`config.mk`:
```
export PLATFORM = sky130hd
export DESIGN_NAME = maze_probe_sched
export DESIGN_NICKNAME = d
export VERILOG_FILES = /design/src/rtl/maze_pkg.sv /design/src/rtl/rr_arbiter.sv /design/src/rtl/maze_probe_sched.sv
export SDC_FILE = /design/constraint.sdc
export NUM_CORES = 1
export LEC_CHECK = 0
export ABC_AREA = 1
export BUFFER_PORTS_ARGS = -buffer_cell sky130_fd_sc_hd__buf_2
export CELL_PAD_IN_SITES_DETAIL_PLACEMENT = 1
export CELL_PAD_IN_SITES_GLOBAL_PLACEMENT = 2
export CORE_MARGIN = 2
export CORE_UTILIZATION = 31
export DETAILED_ROUTE_END_ITERATION = 10
export PLACE_DENSITY_LB_ADDON = 0.08
export SLEW_MARGIN = 30
export SYNTH_ARGS = -nofsm -noshare
export SYNTH_HDL_FRONTEND = slang
export SYNTH_SLANG_ARGS = --single-unit
```
`constraint.sdc`:
```
create_clock -name clk -period 6.1 [get_ports clk]
set_clock_uncertainty 0.05 [all_clocks]
set_input_delay 1.22 -clock clk [delete_from_list [all_inputs] [get_ports clk]]
set_output_delay 1.22 -clock clk [all_outputs]
set_load 0.005 [all_outputs]
```
`src/rtl/maze_pkg.sv`:
```
`default_nettype none
// ============================================================================
//  Module      : maze_pkg
//  Description : Shared constants, types and corner/address helpers for the
//                maze probe scheduler.
//  Revision    : 1.0 - initial release
// ============================================================================
package maze_pkg;

   localparam int MAP_W  = 160;
   localparam int MAP_H  = 120;
   localparam int ADDR_W = 15;

   typedef enum logic [1:0] {
      IDLE  = 2'd0,
      ISSUE = 2'd1,
      DRAIN = 2'd2,
      DONE  = 2'd3
   } state_e;

   typedef logic [1:0] corner_t;

   // Corner walk is (x,y) -> (x+1,y) -> (x+1,y+1) -> (x,y+1)
   function automatic logic corner_dx(input corner_t c);
      return (c == 2'd1) || (c == 2'd2);
   endfunction

   function automatic logic corner_dy(input corner_t c);
      return c[1];
   endfunction

   // Corner coordinates carry one extra bit so x=159+1 / y=119+1 are seen
   function automatic logic corner_off(input logic [8:0] xc, input logic [7:0] yc);
      return (xc >= 9'(MAP_W)) || (yc >= 8'(MAP_H));
   endfunction

   // Off-map corners map to address 0; their verdict is forced to wall
   function automatic logic [ADDR_W-1:0] corner_addr(input logic [8:0] xc, input logic [7:0] yc);
      logic [ADDR_W-1:0] a;
      a = ADDR_W'(xc) + (ADDR_W'(yc) * ADDR_W'(MAP_W));
      return corner_off(xc, yc) ? '0 : a;
   endfunction

endpackage
`default_nettype wire

```
`src/rtl/rr_arbiter.sv`:
```
`default_nettype none
// ============================================================================
//  Module      : rr_arbiter
//  Description : Combinational round-robin arbiter. Grants the first set
//                request at or after the pointer; pointer state lives in the
//                parent.
//  Revision    : 1.0 - initial release
// ============================================================================
module rr_arbiter #(
   parameter int N     = 4,
   parameter int IDX_W = (N > 1) ? $clog2(N) : 1
) (
   input  logic [N-1:0]     req,
   input  logic [IDX_W-1:0] ptr,
   output logic [N-1:0]     gnt,
   output logic [IDX_W-1:0] gnt_idx
);

   logic             found;
   logic [IDX_W-1:0] cand;

   // Scan from the pointer upwards with wrap, keep the first hit
   always_comb begin
      gnt     = '0;
      gnt_idx = '0;
      found   = 1'b0;
      cand    = '0;
      for (int i = 0; i < N; i++) begin
         cand = IDX_W'((int'(ptr) + i) % N);
         if (!found && req[cand]) begin
            found     = 1'b1;
            gnt[cand] = 1'b1;
            gnt_idx   = cand;
         end
      end
   end

endmodule
`default_nettype wire

```
`src/rtl/maze_probe_sched.sv`:
```
`default_nettype none
// ============================================================================
//  Module      : maze_probe_sched
//  Description : Shares one single-port maze ROM among NUM_REQ sprite movers.
//                Round-robin arbitration, 2x2 footprint probe (4 ROM reads),
//                registered blocked/win verdict with one-hot done pulse.
//  Revision    : 1.0 - initial release
// ============================================================================
module maze_probe_sched
   import maze_pkg::*;
#(
   parameter int NUM_REQ = 4,
   parameter int ROM_LAT = 1,
   parameter int WIN_X   = 148,
   parameter int WIN_Y   = 110
) (
   input  logic                 clk,
   input  logic                 reset,
   input  logic [NUM_REQ-1:0]   req,
   input  logic [NUM_REQ*8-1:0] req_x,
   input  logic [NUM_REQ*7-1:0] req_y,
   output logic [ADDR_W-1:0]    rom_addr,
   input  logic                 rom_q,
   output logic [NUM_REQ-1:0]   done,
   output logic                 blocked,
   output logic                 win,
   output logic                 busy
);

   localparam int IDX_W = (NUM_REQ > 1) ? $clog2(NUM_REQ) : 1;
   localparam int CNT_W = $clog2(ROM_LAT + 1);

   // FSM and request context
   state_e             state_q, state_d;
   logic [IDX_W-1:0]   ptr_q, ptr_d;
   logic [IDX_W-1:0]   id_q, id_d;
   logic [7:0]         x_q, x_d;
   logic [6:0]         y_q, y_d;
   corner_t            corner_q, corner_d;
   logic [CNT_W-1:0]   drain_q, drain_d;

   // ROM side: address register and a tag pipeline that lines each
   // presented address up with the rom_q it produces ROM_LAT cycles later
   logic [ADDR_W-1:0]  rom_addr_q, rom_addr_d;
   logic [ROM_LAT:0]   tag_vld_q, tag_vld_d;
   logic [ROM_LAT:0]   tag_off_q, tag_off_d;
   logic               acc_q, acc_d;

   // Verdict outputs
   logic [NUM_REQ-1:0] done_q, done_d;
   logic               blocked_q, blocked_d;
   logic               win_q, win_d;

   // Arbiter and control strobes
   logic [NUM_REQ-1:0] gnt;
   logic [IDX_W-1:0]   gnt_idx;
   logic               any_req;
   logic               accept, issue_step, issue_last, drain_last, busy_w;
   logic [7:0]         sel_x;
   logic [6:0]         sel_y;

   // Address load path
   logic               ld_en, ld_off;
   logic [7:0]         ld_x;
   logic [6:0]         ld_y;
   corner_t            ld_c;
   logic [8:0]         ld_xc;
   logic [7:0]         ld_yc;
   logic [ADDR_W-1:0]  ld_addr;
   logic               sample;

   assign any_req = |req;

   rr_arbiter #(
      .N     (NUM_REQ),
      .IDX_W (IDX_W)
   ) u_arb (
      .req     (req),
      .ptr     (ptr_q),
      .gnt     (gnt),
      .gnt_idx (gnt_idx)
   );

   // One-hot select of the granted requester's coordinates
   always_comb begin
      sel_x = '0;
      sel_y = '0;
      for (int i = 0; i < NUM_REQ; i++) begin
         if (gnt[i]) begin
            sel_x = req_x[8*i +: 8];
            sel_y = req_y[7*i +: 7];
         end
      end
   end

   // State register
   always_ff @(posedge clk or posedge reset) begin
      if (reset) begin
         state_q <= IDLE;
      end else begin
         state_q <= state_d;
      end
   end

   // Next-state logic
   always_comb begin
      state_d = state_q;
      case (state_q)
         IDLE:    if (any_req) state_d = ISSUE;
         ISSUE:   if (corner_q == 2'd3) state_d = DRAIN;
         DRAIN:   if (drain_q == CNT_W'(ROM_LAT - 1)) state_d = DONE;
         DONE:    state_d = IDLE;
         default: state_d = IDLE;
      endcase
   end

   // FSM output strobes
   always_comb begin
      accept     = (state_q == IDLE) && any_req;
      issue_step = (state_q == ISSUE) && (corner_q != 2'd3);
      issue_last = (state_q == ISSUE) && (corner_q == 2'd3);
      drain_last = (state_q == DRAIN) && (drain_q == CNT_W'(ROM_LAT - 1));
      busy_w     = (state_q == ISSUE) || (state_q == DRAIN);
   end

   // Pick the coordinates/corner whose address is loaded this cycle
   always_comb begin
      ld_en = 1'b0;
      ld_x  = x_q;
      ld_y  = y_q;
      ld_c  = 2'd0;
      if (accept) begin
         ld_en = 1'b1;
         ld_x  = sel_x;
         ld_y  = sel_y;
         ld_c  = 2'd0;
      end else if (issue_step) begin
         ld_en = 1'b1;
         ld_c  = corner_q + 2'd1;
      end
      ld_xc   = {1'b0, ld_x} + {8'd0, corner_dx(ld_c)};
      ld_yc   = {1'b0, ld_y} + {7'd0, corner_dy(ld_c)};
      ld_off  = corner_off(ld_xc, ld_yc);
      ld_addr = corner_addr(ld_xc, ld_yc);
   end

   // Corner verdict arriving this cycle: off-map forces wall
   assign sample = tag_vld_q[ROM_LAT] & (tag_off_q[ROM_LAT] | rom_q);

   // Datapath next values: context latch, address issue, accumulation, verdict
   always_comb begin
      ptr_d      = ptr_q;
      id_d       = id_q;
      x_d        = x_q;
      y_d        = y_q;
      corner_d   = corner_q;
      drain_d    = drain_q;
      acc_d      = acc_q | sample;
      done_d     = '0;
      blocked_d  = blocked_q;
      win_d      = win_q;
      rom_addr_d = ld_en ? ld_addr : rom_addr_q;
      tag_vld_d  = {tag_vld_q[ROM_LAT-1:0], ld_en};
      tag_off_d  = {tag_off_q[ROM_LAT-1:0], ld_en & ld_off};

      if (accept) begin
         id_d     = gnt_idx;
         x_d      = sel_x;
         y_d      = sel_y;
         corner_d = 2'd0;
         acc_d    = 1'b0;
         ptr_d    = (gnt_idx == IDX_W'(NUM_REQ - 1)) ? '0 : gnt_idx + IDX_W'(1);
      end

      if (issue_step) begin
         corner_d = corner_q + 2'd1;
      end

      if (issue_last) begin
         drain_d = '0;
      end else if (state_q == DRAIN) begin
         drain_d = drain_q + CNT_W'(1);
      end

      // Last corner's data is in flight this cycle, so fold it in directly
      if (drain_last) begin
         done_d    = NUM_REQ'(1) << id_q;
         blocked_d = acc_q | sample;
         win_d     = (x_q >= 8'(WIN_X)) && (y_q >= 7'(WIN_Y));
      end
   end

   // Datapath registers
   always_ff @(posedge clk or posedge reset) begin
      if (reset) begin
         ptr_q      <= '0;
         id_q       <= '0;
         x_q        <= '0;
         y_q        <= '0;
         corner_q   <= 2'd0;
         drain_q    <= '0;
         acc_q      <= 1'b0;
         rom_addr_q <= '0;
         tag_vld_q  <= '0;
         tag_off_q  <= '0;
         done_q     <= '0;
         blocked_q  <= 1'b0;
         win_q      <= 1'b0;
      end else begin
         ptr_q      <= ptr_d;
         id_q       <= id_d;
         x_q        <= x_d;
         y_q        <= y_d;
         corner_q   <= corner_d;
         drain_q    <= drain_d;
         acc_q      <= acc_d;
         rom_addr_q <= rom_addr_d;
         tag_vld_q  <= tag_vld_d;
         tag_off_q  <= tag_off_d;
         done_q     <= done_d;
         blocked_q  <= blocked_d;
         win_q      <= win_d;
      end
   end

   assign rom_addr = rom_addr_q;
   assign done     = done_q;
   assign blocked  = blocked_q;
   assign win      = win_q;
   assign busy     = busy_w;

endmodule
`default_nettype wire

```
### Yosys cells after proc, flatten, opt, wreduce, memory -nomap -nowiden

Index checks and enable logic that the tools add are counted.

| word-level totals | value |
|---|---|
| latch bits | 0 |
| register bits | 50 |
| logic and storage cells | 132 |
| memories | 0 |
| ROM bits | 0 |
| memory bits (writable) | 0 |

| cells by class | value |
|---|---|
| multiply operators | 1 |
| shifts and indexed selects | 1 |
| reductions and logical operators | 23 |
| add/subtract/negate cells | 9 |
| div/mod/pow operators | 0 |
| mux-type cells | 53 |
| equal/unequal tests | 11 |
| magnitude comparators | 12 |
| bitwise logic cells | 8 |

Operators with widths:

| cell | count |
|---|---|
| 8-bit 2-to-1 mux | 5 |
| 7-bit 2-to-1 mux | 5 |
| 2-bit 2-to-1 mux | 12 |
| 4-bit 2-to-1 mux | 5 |
| 1-bit 2-to-1 mux | 16 |
| 9-bit by 15-bit adder with 15-bit output | 1 |
| 15-bit 2-to-1 mux | 1 |
| 1-bit logical AND | 12 |
| 2-bit by 3-bit less-than comparator with 1-bit output (second input constant) | 4 |
| 4-bit OR | 3 |
| 2-bit == test (second input constant) | 5 |
| 8-bit by 3-bit multiplier with 10-bit output (second input constant) | 1 |
| 8-bit by 1-bit adder with 9-bit output | 1 |
| 9-bit by 8-bit >= comparator with 1-bit output (second input constant) | 1 |
| 7-bit by 1-bit adder with 8-bit output | 1 |
| 1-bit binary-select mux with 2-bit select | 4 |
| 1-bit demux with 2-bit select | 4 |
| 2-bit by 1-bit >= comparator with 1-bit output (second input constant) | 4 |
| 8-bit by 7-bit >= comparator with 1-bit output (second input constant) | 1 |
| 8-bit >= comparator (second input constant) | 1 |
| 2-bit != test (second input constant) | 4 |
| 2-bit one-hot mux with 4 select lines | 1 |
| 7-bit >= comparator (second input constant) | 1 |
| 2-bit by 1-bit adder with 2-bit output (second input constant) | 3 |
| other kinds (13) | 22 |

### Logic depth before layout (Yosys ltp)

Gate-level depths: netlist (run 1).

| depth | value |
|---|---|
| depth after elaboration | 21 |
| mapped depth | 38 |
| depth with buffers taken out | 37 |

### By module

From an unflattened synthesis (run 1), not the netlist that was laid out.

| second synthesis, totals | value |
|---|---|
| cell total of the unflattened synthesis | 580 |
| area total of the unflattened synthesis | 4,083.9 um^2 |

Modules (own cells, without submodules):

| module | times used | cells each | seq. area each (um^2) | area an instance (um^2) |
|---|---|---|---|---|
| maze_probe_sched | 1 | 498 | 1,251.2 | 3,568.4 |
| rr_arbiter | 1 | 82 | 0.0 | 515.5 |

### Worst setup path after synthesis (run 1)

OpenSTA, ideal clock, no wires.

| path | value |
|---|---|
| path type | input-to-reg |
| from | in req[3] |
| to | reg rom_addr_q[14], in the netlist rom_addr[14] |
| slack | 1.077 ns |
| arrival time | 4.855 ns |
| stages | 35 |
| path buffers | 1 |
| cell sequence | inv_1 -> nand2_1 -> nand3_2 -> nand2_4 -> nor2_4 -> a21oi_4 -> nand3_4 -> inv_4 -> buf_6 -> nand3_1 -> a21oi_1 -> o21ai_0 -> a21oi_1 -> ha_1 -> inv_1 -> nor2_2 -> nand3_1 -> nand2_1 -> inv_2 -> ha_1 -> ha_1 -> nand2_1 -> nor2_1 -> a211oi_1 -> nor2_1 -> nor2_1 -> inv_1 -> a21oi_1 -> inv_1 -> nand3_1 -> nand2_1 -> nor2_1 -> nand2_1 -> nand3_1 -> nand2_1 |

| between the ends | value |
|---|---|
| word-level cells in the longest chain between the ends | 21 |

Ends and longest elaborated chain:

| item | line | source |
|---|---|---|
| start: declaration | maze_probe_sched.sv:19 | `input logic [NUM_REQ-1:0] req,` |
| 1-bit binary-select mux with 2-bit select | rr_arbiter.sv:30 | `if (!found && req[cand]) begin` |
| 1-bit 2-to-1 mux (not written as such) | rr_arbiter.sv:30 |  |
| 1-bit 2-to-1 mux | rr_arbiter.sv:30 |  |
| 1-bit logical NOT | rr_arbiter.sv:30 |  |
| 1-bit logical AND | rr_arbiter.sv:30 |  |
| 1-bit 2-to-1 mux | rr_arbiter.sv:30 |  |
| 1-bit logical NOT | rr_arbiter.sv:30 |  |
| 1-bit logical AND | rr_arbiter.sv:30 |  |
| [... 3 more ...] | n/a |  |
| 4-bit 2-to-1 mux | rr_arbiter.sv:30 |  |
| 7-bit 2-to-1 mux (4 in a row) | maze_probe_sched.sv:89 | `if (gnt[i]) begin` |
| 7-bit 2-to-1 mux * | maze_probe_sched.sv:132 | `if (accept) begin` |
| via ld_y[0] | maze_probe_sched.sv:65 | `logic [6:0] ld_y;` |
| 7-bit by 1-bit adder with 8-bit output * | maze_probe_sched.sv:142 | `ld_yc = {1'b0, ld_y} + {7'd0, corner_dy(ld_c)};` |
| 8-bit by 3-bit multiplier with 10-bit output or 8-bit by 7-bit >= comparator with 1-bit output (tied branches) | maze_pkg.sv:40, maze_pkg.sv:34 |  |
| 9-bit by 15-bit adder with 15-bit output or 1-bit logical OR (tied branches) | maze_pkg.sv:40, maze_pkg.sv:34 |  |
| 15-bit 2-to-1 mux * | maze_pkg.sv:41 | `return corner_off(xc, yc) ? '0 : a;` |
| end signal: assignment | maze_probe_sched.sv:217 | `rom_addr_q <= rom_addr_d;` |
| end: declaration | maze_probe_sched.sv:44 | `logic [ADDR_W-1:0] rom_addr_q, rom_addr_d;` |

Mark *: on every way through the listed nets, which the timed path passes. The rest lies on a longest branch. The select of a mux whose other input is x is not followed.
A chain may end at the register's enable or synchronous reset.

### Final worst setup path (run 1)

| path | value |
|---|---|
| from | reg ptr_q[1] |
| to | reg rom_addr_q[14], in the netlist rom_addr[14] |

| between the ends | value |
|---|---|
| word-level cells in the longest chain between the ends | 21 |

Ends and longest elaborated chain:

| item | line | source |
|---|---|---|
| start: declaration | maze_probe_sched.sv:35 | `logic [IDX_W-1:0] ptr_q, ptr_d;` |
| start signal: assignment | maze_probe_sched.sv:210 | `ptr_q <= ptr_d;` |
| branches (longest 11 deep; another with 2-bit by 3-bit less-than comparator with 1-bit output) | n/a |  |
| 4-bit 2-to-1 mux * | rr_arbiter.sv:30 |  |
| 7-bit 2-to-1 mux (3 in a row) | maze_probe_sched.sv:89 |  |
| 7-bit 2-to-1 mux * | maze_probe_sched.sv:89 |  |
| 7-bit 2-to-1 mux * | maze_probe_sched.sv:132 |  |
| via ld_y[0] | maze_probe_sched.sv:65 |  |
| 7-bit by 1-bit adder with 8-bit output * | maze_probe_sched.sv:142 |  |
| 8-bit by 3-bit multiplier with 10-bit output or 8-bit by 7-bit >= comparator with 1-bit output (tied branches) | maze_pkg.sv:40, maze_pkg.sv:34 |  |
| 9-bit by 15-bit adder with 15-bit output or 1-bit logical OR (tied branches) | maze_pkg.sv:40, maze_pkg.sv:34 |  |
| 15-bit 2-to-1 mux * | maze_pkg.sv:41 |  |

Mark *: on every way through the listed nets, which the timed path passes. The select of a mux whose other input is x is not followed.

==> metrics, run 1 <==
Syn Nets 656; synth unique cells 43; share of cells above drive strength 1 26.89%; Hold Crit Class flip-flop to flip-flop; fin crit share 89.61%; Final Critical Period 5466 ps; initial antenna violation count 0; DR WL/cell 14.67 µm; share of the synthesized area in the top cell type 30.12%; Reg clk slew, reported paths 70 ps; slowest cell delay on critical path 490 ps; Final HPWL DP 9879 µm; number of synthesized flops with an enable pin 0; fill count 1684; critical path type flip-flop to flip-flop; cell taking the most area after synthesis dfrtp_1; status finished, final reports clean; Async SR Flop Fraction 100.0%; nature of the critical path startpoint flip-flop; die area 0.01434 mm²; count leader, synth nand2_1; DR iter-0 viols 98; Net count, final 744; Starting Density 31.49%; drt drc 0; Post-synth top flop dfrtp_1; DR vias 3843; Worst-Skew Late Latency 300 ps; Worst slew margin 57.79%; largest net degree at the start of global routing 51; clock sink count 50; DR vias/cell 4.670; placer's final routability congestion estimate 0.8419; Fmax 182.9 MHz; H-tree levels 2; number of global-route vias before repair 4092; Worst EP required 6250 ps; DR pass1 iterations 4; core footprint 0.01319 mm²; R2R Path Start ptr_q[1]; cts repair resizes 0; CTS tree done; diodes inserted 0; first-pass GRT wire length 20320 µm; Syn Std Cell Area 0.004154 mm²; Post CTS Setup Buffer Count 0; critical path arrival 5610 ps; cells taking the most area after synthesis dfrtp_1 (30%), nand2_1 (12%), ha_1 (8.7%); Final Max Slew Viols 0; global route total overflow 0; Crit-path slowest cell dfrtp_2; final setup violating endpoints 0; RSZ-0062 raised after global routing false; CP Capture Type flip-flop; Critical Path Source ptr_q[1]; Synth top cells by count nand2_1 (135), inv_1 (70), dfrtp_1 (50); clock root buffer clkbuf_16; PortBufs 88; CTS Buf Count 5; Post-DRT Antenna Nets 0; post-synthesis sequential area ratio 30.12%; Die Wd 119.8 µm; synth-to-layout area growth 18.80%; Detailed Route WL 12070 µm; Final TNS setup 0 ps; critical path fanouts, max 16; Synth Register Bits 50; Syn Inst Count 558; number of max-cap violations 0; die height 119.8 µm; CTS Buffer Depth 2; # hold bufs at CTS 0; # rows 42; synth warn 0; worst slew pin tran 633.1 ps; num ports 89; GRT Overall Usage 17.68%; HP Start tag_off_q[0]; Hold Vio Cnt, Final 0; Syn Area/Cell 7.444 µm²
worst max-delay path: cells and delay by family, from the launching register on:
family	cells	cell delay [ps]
simple gates	17	1660
compound gates	5	970
flops	1	490
xor+xnor	1	140
buf+inv	6	710
fa+ha+maj	4	1350
per-layer routing:
| layer | GRT usage [%] | part of all wire (%) | vias to the layer above |
|---|---|---|---|
| met2 | 30.57 | 50 | 41 |
| met4 | 3.750 | 1.2 | 0 |
| li1 | - | - | 1979 |
| met1 | 23.70 | 47 | 1809 |
| met3 | 2.186 | 1.7 | 14 |
| met5 | 0 | 0 | - |
layout make-up:
cell class | instances | area (µm²) | area share (%)
Inverter | 76 | 290.3 | 5.882
Tap cell | 176 | 220.2 | 4.462
Sequential cell | 50 | 1252 | 25.38
Timing Repair Buffer | 95 | 493.0 | 9.990
Clock buffer | 5 | 125.1 | 2.535
Multi-Input combinational cell | 418 | 2505 | 50.76
Clock inverter | 3 | 48.80 | 0.9888
cell families (layout without fill, tap and decap cells):
kind of cell | Yosys count | in the layout | share of synthesized area, %
buffers and inverters | 90 | 179 | 9.669
flip-flops | 50 | 50 | 30.12
AO/OA/AOI/OAI | 96 | 96 | 14.25
XOR/XNOR | 15 | 15 | 3.163
AND/OR/NAND/NOR | 276 | 276 | 33.10
adder cells (fa/ha/maj) | 31 | 31 | 9.699
registers in the layout (all words and copies together), names as in the netlist, named ones only:
| register | count |
|---|---|
| blocked | 1 |
| tag_off_q | 2 |
| tag_vld_q | 2 |
| x_q | 8 |
| ptr_q | 1 |
| rom_addr | 15 |
| y_q | 7 |
| id_q | 2 |
| drain_q | 1 |
| win | 1 |
| done | 4 |
| corner_q | 2 |
| acc_q | 1 |
| state_q | 2 |
final timing paths:
check                           slack [ps]            to  depth (start not counted)
max in group asynchronous             4580      ptr_q[1]                          2
worst min-delay path                   300  tag_off_q[1]                          0
worst max register to register         630  rom_addr[14]                         33
worst max-delay path                   630  rom_addr[14]                         33
worst min register to register         300  tag_off_q[1]                          0
min in group asynchronous              950  tag_vld_q[1]                          2
cell usage in the layout, fill, tap and decap left out, drive strengths merged:
master,synthesis,layout
nand2,155,155
buf,10,95
inv,76,77
nand3,52,52
a21oi,51,51
dfrtp,50,50
nor2,49,49
ha,29,29
o21ai,26,26
xor2,10,10
or2,7,7
o211ai,6,6
nand4,6,6
nor3,6,6
xnor2,5,5
clkbuf,4,5
a31oi,3,3
o21a,2,2
a211oi,2,2
fa,2,2
a21boi,2,2
o2111ai,1,1
o31ai,1,1
a32o,1,1
a21o,1,1
nor4,1,1
clkinvlp,0,1
bufinv,0,1
through the flow:
step | instance area, µm² | instances | setup slack [ps] | hold slack, ps | util, %
detailed placement | 4756 | 815 | 264.5 | 286.3 | 36.06
CTS | 4930 | 823 | 384.7 | 303.4 | 37.37
global placement | 4753 | 815 | 446.8 | 291.1 | 36.04
finish | 4935 | 823 | 633.6 | 301.3 | 37.41
floorplan | 4154 | 558 | 1077 | 281.2 | -
global route | 4935 | 823 | 6.728 | 320.3 | 37.41
Power of run 1 is not shown: default switching activity piles up to over one toggle a cycle in this logic, so the estimate is an artifact.
==> inputs of run 2 (changes only) <==
--- a/config.mk
+++ b/config.mk
@@ -10,10 +10,11 @@
 export CELL_PAD_IN_SITES_DETAIL_PLACEMENT = 1
 export CELL_PAD_IN_SITES_GLOBAL_PLACEMENT = 2
 export CORE_MARGIN = 2
-export CORE_UTILIZATION = 31
+export CORE_UTILIZATION = 30
 export DETAILED_ROUTE_END_ITERATION = 10
 export PLACE_DENSITY_LB_ADDON = 0.08
 export SLEW_MARGIN = 30
 export SYNTH_ARGS = -nofsm -noshare
 export SYNTH_HDL_FRONTEND = slang
+export SYNTH_HIERARCHICAL = 1
 export SYNTH_SLANG_ARGS = --single-unit
==> metrics, run 2 <==
Die Wd 120.7 µm (+0.76%); RSZ-0062 raised after global routing false; fin crit share 90.13% (+0.52 points); clock sink count 50 (unchanged); die area 0.01456 mm² (+1.5%); synth-to-layout area growth 19.73%; share of cells above drive strength 1 22.65% (-4.2 points); DR iter-0 viols 81 (-17%); Synth top cells by count nand2_1 (164), inv_1 (69), nand3_1 (55); Syn Area/Cell 7.041 µm² (-5.4%); Hold Vio Cnt, Final 0 (unchanged); global route total overflow 0 (unchanged); Reg clk slew, reported paths 70 ps (about the same); first-pass GRT wire length 20270 µm (-0.27%); number of global-route vias before repair 4278 (+4.5%); synth unique cells 44 (+2.3%); Syn Std Cell Area 0.004084 mm² (-1.7%); die height 120.7 µm (+0.76%); DR vias/cell 4.737 (+1.4%); Starting Density 30.84% (-0.65 points); PortBufs 88 (unchanged); Fmax 181.9 MHz (-0.57%); Worst EP required 6280 ps (+30 ps); CTS tree done; most frequent cell on the critical path nand2_1; placer's final routability congestion estimate 0.8106 (-3.7%); CP Capture Type flip-flop; most common cell after layout, fill and taps aside nand2_1; DR pass1 iterations 4 (unchanged); Crit-path slowest cell dfrtp_1; Final Max Slew Viols 0 (unchanged); Final Critical Period 5498 ps (+31.43 ps); cell taking the most area after synthesis dfrtp_1; Final HPWL DP 9940 µm (+0.62%); Async SR Flop Fraction 100.0% (unchanged); Synth Register Bits 50 (unchanged); Syn Nets 677 (+3.2%); Worst-Skew Late Latency 290 ps (about the same); HP Start tag_vld_q[0]; Final TNS setup 0 ps (unchanged); non-filler cells, final 848 (+3.0%); Largest register FFs 15 (unchanged); H-tree levels 2 (unchanged); Net count, final 767 (+3.1%); CTS Buffer Depth 2 (unchanged); critical path type flip-flop to flip-flop; clock root buffer clkbuf_16; critical path arrival 5680 ps (+70 ps); Post-synth top flop dfrtp_1; # rows 42 (unchanged); post-synthesis sequential area ratio 30.64% (+0.52 points); largest net degree at the start of global routing 51 (unchanged); Post-DRT Antenna Nets 0 (unchanged); num ports 89 (unchanged); R2R Path Start ptr_q[1]; nature of the critical path startpoint flip-flop; slowest cell delay on critical path 510 ps (+20 ps); DR WL/cell 14.08 µm (-4.0%); CTS Buf Count 5 (unchanged); status finished, final reports clean; initial antenna violation count 1 (+1); Worst slew margin 57.96% (+0.17 points); critical path fanouts, max 7 (-9); Detailed Route WL 11940 µm (-1.1%); GRT Overall Usage 17.17% (-0.50 points); share of the synthesized area in the top cell type 30.64% (+0.52 points); number of synthesized flops with an enable pin 0 (unchanged); most frequent cells in the layout nand2_1 (164), buf_2 (88), inv_1 (68), nand3_1 (55), nor2_1 (50); Syn Inst Count 580 (+3.9%); count leader, synth nand2_1; cells taking the most area after synthesis dfrtp_1 (31%), nand2_1 (15%), ha_1 (8.6%); synth warn 6 (+6); Critical Path Source ptr_q[1]; placed cell count 839 (+2.9%); number of max-cap violations 0 (unchanged); Hold Crit Class flip-flop to flip-flop; drt drc 0 (unchanged); final setup violating endpoints 0 (unchanged); worst slew pin tran 630.5 ps (-2.606 ps); DR vias 4017 (+4.5%); # hold bufs at CTS 0 (unchanged); core footprint 0.01324 mm² (+0.40%)
-- run 2: cell types whose count changed after synthesis, moves of 7 or more --
| cell | previous run | this run |
|---|---|---|
| o21ai_2 | 9 | 2 |
| nand3_1 | 45 | 55 |
| nand2_1 | 135 | 164 |
| a21oi_1 | 48 | 37 |
| nor2_1 | 35 | 50 |
-- run 2: worst max-delay path: cells and delay by family, from the launching register on --
kind / cells / cell delay, ps
XOR/XNOR: 1 / 290
flip-flops: 1 / 510
buffers and inverters: 5 / 630
AO/OA/AOI/OAI: 5 / 920
AND/OR/NAND/NOR: 14 / 1570
adder cells (fa/ha/maj): 5 / 1460
-- run 2: layer usage --
| metal | up-vias | track usage (%) | routed length, µm |
|---|---|---|---|
| li1 | 2036 | - | - |
| met3 | 7 | 1.840 | 168 |
| met1 | 1947 | 20.73 | 5269 |
| met4 | 0 | 3.198 | 104 |
| met5 | - | 0 | 0 |
| met2 | 27 | 32.80 | 6395 |
-- run 2: path summary, 6_finish.rpt --
check                          endpoint  slack (ps)  cells past startpoint
max in group asynchronous      ptr_q[0]        4580                      2
hold / removal             tag_vld_q[1]         300                      0
setup reg to reg           rom_addr[14]         600                     30
hold reg to reg            tag_vld_q[1]         300                      0
min in group asynchronous  rom_addr[10]         970                      2
setup / recovery           rom_addr[14]         600                     30
-- run 2: what timing repair did --
action                                  4_1_cts  5_1_grt
gates resized for setup                       0        1
setup buffers                                 0        0
endpoints found under the setup margin        0        2
-- run 2: metrics by stage --
stage	cell area (µm²)	worst slack, ps	hold WS, ps	utilization [%]
6_report	4890	602.2	303.0	36.92
2_1_floorplan	4084	1016	281.2	-
3_3_place_gp	4710	441.4	287.0	35.56
4_1_cts	4886	476.9	305.7	36.90
3_5_place_dp	4712	326.5	288.5	35.58
5_1_grt	4890	29.25	313.3	36.92
-- run 2: kinds of logic after synthesis --
group	count (synthesis)	share of synthesized area (%)
AND/OR/NAND/NOR	318	36.03
buffers and inverters	93	10.39
AO/OA/AOI/OAI	79	11.24
flip-flops	50	30.64
adder cells (fa/ha/maj)	30	9.559
XOR/XNOR	10	2.145
-- run 2: final cells by class --
class                   count  area (µm²)
repair buffers             98       515.5
fillers                  1729        8353
diodes                      1       2.502
flip-flops and latches     50        1252
multi-input cells         437        2409
clock buffers               5       125.1
inverters                  78       316.6
clock inverters             3       48.80
well taps                 176       220.2
Power of run 2 is left out for the same reason.
